### src/rtl/calc2_req_scheduler.sv
// calc2_req_scheduler: shares one CALC2 execution pipe among four requester
// ports (a..d = 0..3).
//  - Each port owns one request slot (calc2_req_slot) that captures a
//    two-cycle request: cmd/tag/op1 in the first cycle, op2 in the second.
//  - A round-robin arbiter issues ready slots to the pipe. The issue register
//    is loaded from slots that are entering PEND as well as slots already in
//    PEND, so the earliest issue is two cycles after the cmd cycle.
//  - Pipe completions, and local errors for invalid or duplicate-tag
//    requests, are returned on the owning port as a one-cycle pulse.
// Ports:
//  c_clk, reset                  clock, synchronous active-high reset
//  req_cmd/req_data/req_tag      per-port request inputs (packed, port 0 = LSBs)
//  port_ready                    per-port: slot idle, a new cmd may be sent
//  iss_valid/iss_ready/iss_*     issue handshake to the shared pipe
//  cpl_*                         completion strobe from the pipe
//  out_resp/out_data/out_tag     per-port response (0 = no response)
//  drop_err                      sticky protocol/completion error flag

// One request slot per port: IDLE -> OP2 -> PEND -> IDLE, or OP2 -> ERR -> IDLE.
module calc2_req_slot #(
    parameter int DW = 32,
    parameter int TW = 2
) (
    input  logic          clk,
    input  logic          reset,
    input  logic [3:0]    cmd,
    input  logic [DW-1:0] data,
    input  logic [TW-1:0] tag,
    input  logic          dup,        // latched tag is already in flight
    input  logic          grant,      // issue transfer of this slot
    input  logic          err_ack,    // error response emitted this cycle
    output logic          ready,
    output logic          pend,
    output logic          going_pend, // OP2 and request is good
    output logic          err,
    output logic          cmd_drop,   // cmd presented while busy
    output logic [3:0]    s_cmd,
    output logic [DW-1:0] s_op1,
    output logic [DW-1:0] op2_next,   // op2 as it will be in PEND
    output logic [TW-1:0] s_tag
);
    typedef enum logic [1:0] {IDLE, OP2, PEND, ERR} state_t;
    state_t state, state_nxt;
    logic [DW-1:0] s_op2;
    logic          cmd_ok;

    assign cmd_ok = (s_cmd == 4'd1) || (s_cmd == 4'd2) ||
                    (s_cmd == 4'd5) || (s_cmd == 4'd6);

    always_ff @(posedge clk) begin
        if (reset) state <= IDLE;
        else       state <= state_nxt;
    end

    always_comb begin
        state_nxt  = state;
        going_pend = 1'b0;
        case (state)
            IDLE: if (cmd != 4'd0) state_nxt = OP2;
            OP2: begin
                // dup is the pre-clear inflight view: a completion in this
                // very cycle still counts as a duplicate.
                if (cmd_ok && !dup) begin
                    state_nxt  = PEND;
                    going_pend = 1'b1;
                end else begin
                    state_nxt  = ERR;
                end
            end
            PEND: if (grant)   state_nxt = IDLE;
            ERR:  if (err_ack) state_nxt = IDLE;
            default: state_nxt = IDLE;
        endcase
    end

    always_ff @(posedge clk) begin
        if (reset) begin
            s_cmd <= '0;
            s_tag <= '0;
            s_op1 <= '0;
            s_op2 <= '0;
        end else begin
            if (state == IDLE && cmd != 4'd0) begin
                s_cmd <= cmd;
                s_tag <= tag;
                s_op1 <= data;
            end
            // op2 is consumed even when the cmd turns out invalid
            if (state == OP2) s_op2 <= data;
        end
    end

    assign op2_next = (state == OP2) ? data : s_op2;
    assign ready    = (state == IDLE);
    assign pend     = (state == PEND);
    assign err      = (state == ERR);
    assign cmd_drop = (cmd != 4'd0) && (state != IDLE);
endmodule

module calc2_req_scheduler #(
    parameter int DW    = 32,
    parameter int NPORT = 4,
    parameter int TW    = 2
) (
    input  logic                c_clk,
    input  logic                reset,
    input  logic [4*NPORT-1:0]  req_cmd,
    input  logic [DW*NPORT-1:0] req_data,
    input  logic [TW*NPORT-1:0] req_tag,
    output logic [NPORT-1:0]    port_ready,
    output logic                iss_valid,
    input  logic                iss_ready,
    output logic [3:0]          iss_cmd,
    output logic [DW-1:0]       iss_op1,
    output logic [DW-1:0]       iss_op2,
    output logic [1:0]          iss_port,
    output logic [TW-1:0]       iss_tag,
    input  logic                cpl_valid,
    input  logic [1:0]          cpl_port,
    input  logic [TW-1:0]       cpl_tag,
    input  logic [1:0]          cpl_resp,
    input  logic [DW-1:0]       cpl_data,
    output logic [2*NPORT-1:0]  out_resp,
    output logic [DW*NPORT-1:0] out_data,
    output logic [TW*NPORT-1:0] out_tag,
    output logic                drop_err
);
    localparam int NTAG = 1 << TW;

    logic [NPORT-1:0]           pend, going_pend, err, cmd_drop, dup;
    logic [NPORT-1:0]           grant, err_ack, cand, hit_port;
    logic [NPORT-1:0][3:0]      s_cmd;
    logic [NPORT-1:0][DW-1:0]   s_op1, op2_next;
    logic [NPORT-1:0][TW-1:0]   s_tag;
    logic [NPORT-1:0][NTAG-1:0] inflight;
    logic [NPORT-1:0][1:0]      out_resp_r;
    logic [NPORT-1:0][DW-1:0]   out_data_r;
    logic [NPORT-1:0][TW-1:0]   out_tag_r;
    logic [1:0]                 rr, ptr_eff, pick, idx;
    logic                       found, xfer, cpl_hit;

    assign xfer    = iss_valid && iss_ready;
    assign cpl_hit = cpl_valid && inflight[cpl_port][cpl_tag];

    for (genvar i = 0; i < NPORT; i++) begin : g_port
        calc2_req_slot #(.DW(DW), .TW(TW)) u_slot (
            .clk        (c_clk),
            .reset      (reset),
            .cmd        (req_cmd[4*i +: 4]),
            .data       (req_data[DW*i +: DW]),
            .tag        (req_tag[TW*i +: TW]),
            .dup        (dup[i]),
            .grant      (grant[i]),
            .err_ack    (err_ack[i]),
            .ready      (port_ready[i]),
            .pend       (pend[i]),
            .going_pend (going_pend[i]),
            .err        (err[i]),
            .cmd_drop   (cmd_drop[i]),
            .s_cmd      (s_cmd[i]),
            .s_op1      (s_op1[i]),
            .op2_next   (op2_next[i]),
            .s_tag      (s_tag[i])
        );
        assign dup[i]      = inflight[i][s_tag[i]];
        assign grant[i]    = xfer && (iss_port == 2'(i));
        assign hit_port[i] = cpl_hit && (cpl_port == 2'(i));
        // completion has priority; the error response waits
        assign err_ack[i]  = err[i] && !hit_port[i];
        // the slot already sitting in the issue register is not a candidate
        assign cand[i]     = going_pend[i] ||
                             (pend[i] && !(iss_valid && iss_port == 2'(i)));
    end

    // Round-robin pick; on a transfer cycle the search already starts after
    // the port being transferred so back-to-back issues rotate correctly.
    always_comb begin
        ptr_eff = xfer ? iss_port + 2'd1 : rr;
        found   = 1'b0;
        pick    = ptr_eff;
        idx     = ptr_eff;
        for (int k = 0; k < NPORT; k++) begin
            idx = ptr_eff + 2'(k);
            if (!found && cand[idx]) begin
                found = 1'b1;
                pick  = idx;
            end
        end
    end

    always_ff @(posedge c_clk) begin
        if (reset) begin
            rr        <= '0;
            iss_valid <= 1'b0;
            iss_cmd   <= '0;
            iss_op1   <= '0;
            iss_op2   <= '0;
            iss_port  <= '0;
            iss_tag   <= '0;
        end else begin
            if (xfer) rr <= iss_port + 2'd1;
            // hold the grant stable until it transfers
            if (!iss_valid || iss_ready) begin
                iss_valid <= found;
                iss_cmd   <= found ? s_cmd[pick]    : '0;
                iss_op1   <= found ? s_op1[pick]    : '0;
                iss_op2   <= found ? op2_next[pick] : '0;
                iss_port  <= found ? pick           : '0;
                iss_tag   <= found ? s_tag[pick]    : '0;
            end
        end
    end

    always_ff @(posedge c_clk) begin
        if (reset) begin
            out_resp_r <= '0;
            out_data_r <= '0;
            out_tag_r  <= '0;
            inflight   <= '0;
            drop_err   <= 1'b0;
        end else begin
            for (int p = 0; p < NPORT; p++) begin
                if (hit_port[p]) begin
                    out_resp_r[p] <= cpl_resp;
                    out_data_r[p] <= cpl_data;
                    out_tag_r[p]  <= cpl_tag;
                end else if (err[p]) begin
                    out_resp_r[p] <= 2'd2;
                    out_data_r[p] <= '0;
                    out_tag_r[p]  <= s_tag[p];
                end else begin
                    out_resp_r[p] <= '0;
                    out_data_r[p] <= '0;
                    out_tag_r[p]  <= '0;
                end
            end
            if (cpl_hit) inflight[cpl_port][cpl_tag] <= 1'b0;
            if (xfer)    inflight[iss_port][iss_tag] <= 1'b1;
            if ((cpl_valid && !cpl_hit) || (|cmd_drop)) drop_err <= 1'b1;
        end
    end

    assign out_resp = out_resp_r;
    assign out_data = out_data_r;
    assign out_tag  = out_tag_r;
endmodule

### config.mk
export PLATFORM = sky130hd
export DESIGN_NAME = calc2_req_scheduler
export DESIGN_NICKNAME = d
export VERILOG_FILES = /design/src/rtl/calc2_req_scheduler.sv
export SDC_FILE = /design/constraint.sdc
export NUM_CORES = 1
export LEC_CHECK = 0
export BUFFER_PORTS_ARGS = -buffer_cell sky130_fd_sc_hd__buf_2
export CORE_MARGIN = 2
export CORE_UTILIZATION = 59
export DETAILED_ROUTE_END_ITERATION = 12
export GPL_TIMING_DRIVEN = 0
export PLACE_DENSITY = 0.85
export SYNTH_ARGS = -nofsm -noshare
export SYNTH_HDL_FRONTEND = slang
export SYNTH_SLANG_ARGS = --single-unit
### constraint.sdc
create_clock -name c_clk -period 6.2 [get_ports c_clk]
set_clock_uncertainty 0.2 [all_clocks]
set_input_delay 0.31 -clock c_clk [delete_from_list [all_inputs] [get_ports c_clk]]
set_output_delay 0.31 -clock c_clk [all_outputs]
set_load 0.05 [all_outputs]
==> flow_summary_export.csv <==
group,metric,value,unit
detailed_routing,drt-vias-per-instance,6.14,
timing,fin_tns_setup,0,ns
critical_path,cp.arrival,4.31,ns
floorplan,initial_utilization,60.3,%
detailed_routing,wl_met1,26100,µm
clock_tree,cts_repair_resize_count,0,
timing,rsz_0062_raised_after_global_routing,"false",
clock_tree,ctsLongestPathBuffers,3,
layout,final_core_utilization,79.4,%
critical_path,path_max_fanout,10,
status,status,"finished, final reports clean",
timing,worst_pin_slew,1.30,ns
timing,finalSetupViolCount,0,
clock_tree,cts-buffers-inserted,51,
critical_path,reg2regPathDepth,10,
synthesis,syn_avg_cell_area,9.62,µm²
flow_run,drv_cap,0,
power,power_frac_clock,32.3,%
layout,most-common-layout-cells,"524 x sky130_fd_sc_hd__dfxtp_1, 420 x sky130_fd_sc_hd__buf_2, 359 x sky130_fd_sc_hd__nand2_1, 204 x sky130_fd_sc_hd__mux2i_1, 189 x sky130_fd_sc_hd__dlygate4sd3_1",
placed_design,place.gp.congestion,0.959,
synthesis,synth.cell_area,0.0197,mm²
layout,fillers,1959,
clock_tree,cts_max_level,2,
grt,grt_remaining_overflow,0,
detailed_routing,met3RoutedLength,8930,µm
floorplan,die-height,187,µm
placed_design,place.detailed.instances,2904,
min_path,min_path_type,"in2reg",
critical_path,reg2reg_setup_slack,2.20,ns
synthesis,number_of_synthesized_flops_with_an_enable_pin,0,
timing,finalHoldViolCount,0,
synthesis,yosys_most_used_dff,"sky130_fd_sc_hd__dfxtp_1",
floorplan,design.portCount,416,
synthesis,synth.lib_cells_used.distinct,52,
clock_tree,clock_sink_count,524,
layout,fin_nets,2903,
layout,area_of_the_multi_input_gates,0.00849,mm²
detailed_routing,topRoutingLayerUsed,"met4",
power,power.ir.vdd_worst,0.288,mV
timing,slew-limit-headroom,13.0,%
critical_path,cp.required,6.51,ns
detailed_routing,antenna_left,0,
timing,report.final.slew_viol_count,0,
layout,final-instance-count-excl-fill,3194,
timing,fin_crit_sh,64.5,%
critical_path,setup_crit_path_kind,"reg2reg",
floorplan,die_area,0.0349,mm²
grt,grt_pass1_vias,19800,
synthesis,synthesis.instances,2049,
synthesis,post_synthesis_register_bit_count,524,
power,power.share.switching,34.6,%
clock_tree,skew_pair_late_insertion_delay,0.58,ns
grt,grt_use_total,41.0,%
synthesis,yosysSeqAreaShare,53.2,%
floorplan,placeableCoreArea,0.0327,mm²
critical_path,regToRegEndpoint,"iss_op2[9]",
timing,period_minus_slack,4.00,ns
layout,syn_to_final_growth,31.8,%
detailed_routing,detail_route.iter0.violations,2408,
power,power.share.combinational,28.5,%
floorplan,std_cell_rows,66,
clock_tree,root_buffer,"sky130_fd_sc_hd__clkbuf_16",
floorplan,die_x,187,µm
layout,ff_latch_area,0.0105,mm²
power,power.static_leakage,12.0,nW
critical_path,worst_setup_path_end_kind,"flop",
power,cellInternalPower,6.43,mW
critical_path,critical_path.endpoint,"iss_op2[9]",
synthesis,postSynthNetCount,2247,
clock_tree,post_cts.repair.setup_buffers,0,
synthesis,asyncSetResetFlopFracSynth,0,%
timing,worst_hold_slack,0.0535,ns
critical_path,crit-reg2reg-launch,"g_port[3].u_slot.state[1]",
clock_tree,clkSlewWorstSetupHoldPaths,0.07,ns
power,total_switching_power,3.40,mW
detailed_routing,detail_route.first_pass.iterations,7,
grt,grt_pass1_wl,112000,µm
synthesis,yosys_warnings,0,
detailed_routing,detail_route.wl_per_cell,23.3,µm
detailed_routing,detailroute.wirelength.met2,34300,µm
power,seq_power_share,39.2,%
detailed_routing,drt-total-wl,74300,µm
critical_path,critical_path.startpoint,"g_port[3].u_slot.state[1]",
timing,max_freq,250,MHz
placed_design,number_of_input_and_output_port_buffers_inserted,413,
detailed_routing,detail_route.drc_violations,0,
grt,maximum_number_of_pins_on_one_net_before_global_route_repair,15,
clock_tree,tritoncts,"done",
power,cellPowerDensity,379,mW/mm²
critical_path,critPathLaunchType,"flop",
layout,most_common_cell_after_layout_fill_and_taps_aside,"sky130_fd_sc_hd__dfxtp_1",
layout,fraction_of_layout_cells_with_a_size_suffix_above_1,21.2,%
grt,antenna_violations_before_repair,5,
min_path,holdPathStages,4,
placed_design,sum_of_net_half_perimeters_after_detailed_placement,47100,µm
clock_tree,post_cts_hold_buffer_count,189,
detailed_routing,via_count,19600,
==> cells by family after synthesis <==
kind of cell / Yosys count / synth area share [%]
simple gates: 771 / 18.1
xor+xnor: 4 / 0.178
fa+ha+maj: 4 / 0.254
flops: 524 / 53.2
compound gates: 336 / 11.1
buf+inv: 163 / 3.74
mux: 247 / 13.3
==> cells in the mapped netlist (all sizes together) (2+ instances only) <==
| master | n | share of area, % |
|---|---|---|
| ha | 4 | 0.25 |
| mux4 | 9 | 1.0 |
| nand3 | 5 | 0.19 |
| a21o | 5 | 0.19 |
| xnor2 | 4 | 0.18 |
| o22ai | 3 | 0.095 |
| mux2 | 34 | 1.9 |
| nor2 | 152 | 2.9 |
| nor4 | 38 | 1.3 |
| clkbuf | 110 | 2.1 |
| inv | 8 | 0.15 |
| mux2i | 204 | 10 |
| nand2 | 359 | 6.8 |
| o211ai | 2 | 0.10 |
| nand4 | 4 | 0.13 |
| o21a | 2 | 0.076 |
| and3 | 4 | 0.13 |
| o22a | 4 | 0.18 |
| dfxtp | 524 | 53 |
| nor2b | 37 | 1.2 |
| a41oi | 7 | 0.31 |
| or3 | 3 | 0.095 |
| a22oi | 9 | 0.34 |
| buf | 45 | 1.5 |
| or4 | 5 | 0.21 |
| o221ai | 38 | 1.7 |
| o21ai | 22 | 0.56 |
| a21oi | 171 | 4.4 |
| a31oi | 6 | 0.19 |
| and2 | 135 | 4.3 |
| a211oi | 31 | 1.2 |
| nand2b | 13 | 0.41 |
| nor3 | 12 | 0.33 |
| a221o | 32 | 1.6 |
==> power groups by stage <==
stage	sequential, mW	combinational [mW]	clock [mW]
floorplan	4.21	1.46	0
global placement	3.89	2.48	0
detailed placement	3.90	2.54	0
CTS	3.83	2.66	3.14
global route	3.87	2.90	3.30
finish	3.85	2.81	3.17
==> worst max-delay path: stages (launching register included) <==
cell	delay, ns
sky130_fd_sc_hd__dfxtp_1	0.31
sky130_fd_sc_hd__clkbuf_1	0.36
sky130_fd_sc_hd__nand2b_1	0.16
sky130_fd_sc_hd__clkbuf_1	0.39
sky130_fd_sc_hd__nor4_1	0.17
sky130_fd_sc_hd__nor3b_1	0.54
sky130_fd_sc_hd__o21a_1	0.39
sky130_fd_sc_hd__clkbuf_1	0.50
sky130_fd_sc_hd__nor4_1	0.12
sky130_fd_sc_hd__a211oi_1	0.56
sky130_fd_sc_hd__a221o_1	0.24
==> final cells by class <==
class,instances,share of cell area [%]
diodes,8,0.0771
plain buffers,155,2.72
clock buffers,68,5.74
clock inverters,24,0.858
inverters,8,0.116
multi-input cells,1362,32.7
flip-flops and latches,524,40.4
well taps,442,2.13
repair buffers,603,15.3
==> worst min-delay path by stage <==
stage	startpoint	end	slack, ns
CTS	cpl_tag[1]	inflight[14]	0.008
global route	cpl_tag[1]	inflight[14]	0.09
floorplan	cpl_data[0]	out_data[0]	0.23
global placement	g_port[3].u_slot.s_op1[5]	g_port[3].u_slot.s_op1[5]	0.24
detailed placement	g_port[3].u_slot.s_op1[16]	g_port[3].u_slot.s_op1[16]	0.25
finish	cpl_tag[1]	inflight[14]	0.05
==> stage by stage <==
step	area, µm²	power, mW	setup slack [ns]
2_1_floorplan	19700	5.67	3.26
3_3_place_gp	22300	6.37	2.51
3_5_place_dp	22300	6.43	2.43
4_1_cts	25900	9.63	2.38
5_1_grt	26000	10.1	2.22
6_report	26000	9.84	2.20
==> sequential cells by signal, indices dropped and copies added, names as in the netlist, 16 cells and up <==
signal               cells
out_data               128
iss_op1                 32
g_port.u_slot.s_op2    128
iss_op2                 32
g_port.u_slot.s_cmd     16
inflight                16
g_port.u_slot.s_op1    128
==> per-layer routing <==
metal,vias up,global-route usage [%]
met5,-,0
met3,429,11.2
li1,8350,-
met1,9215,48.4
met4,0,25.1
met2,1614,66.5
(Power assumes the default switching activity.)
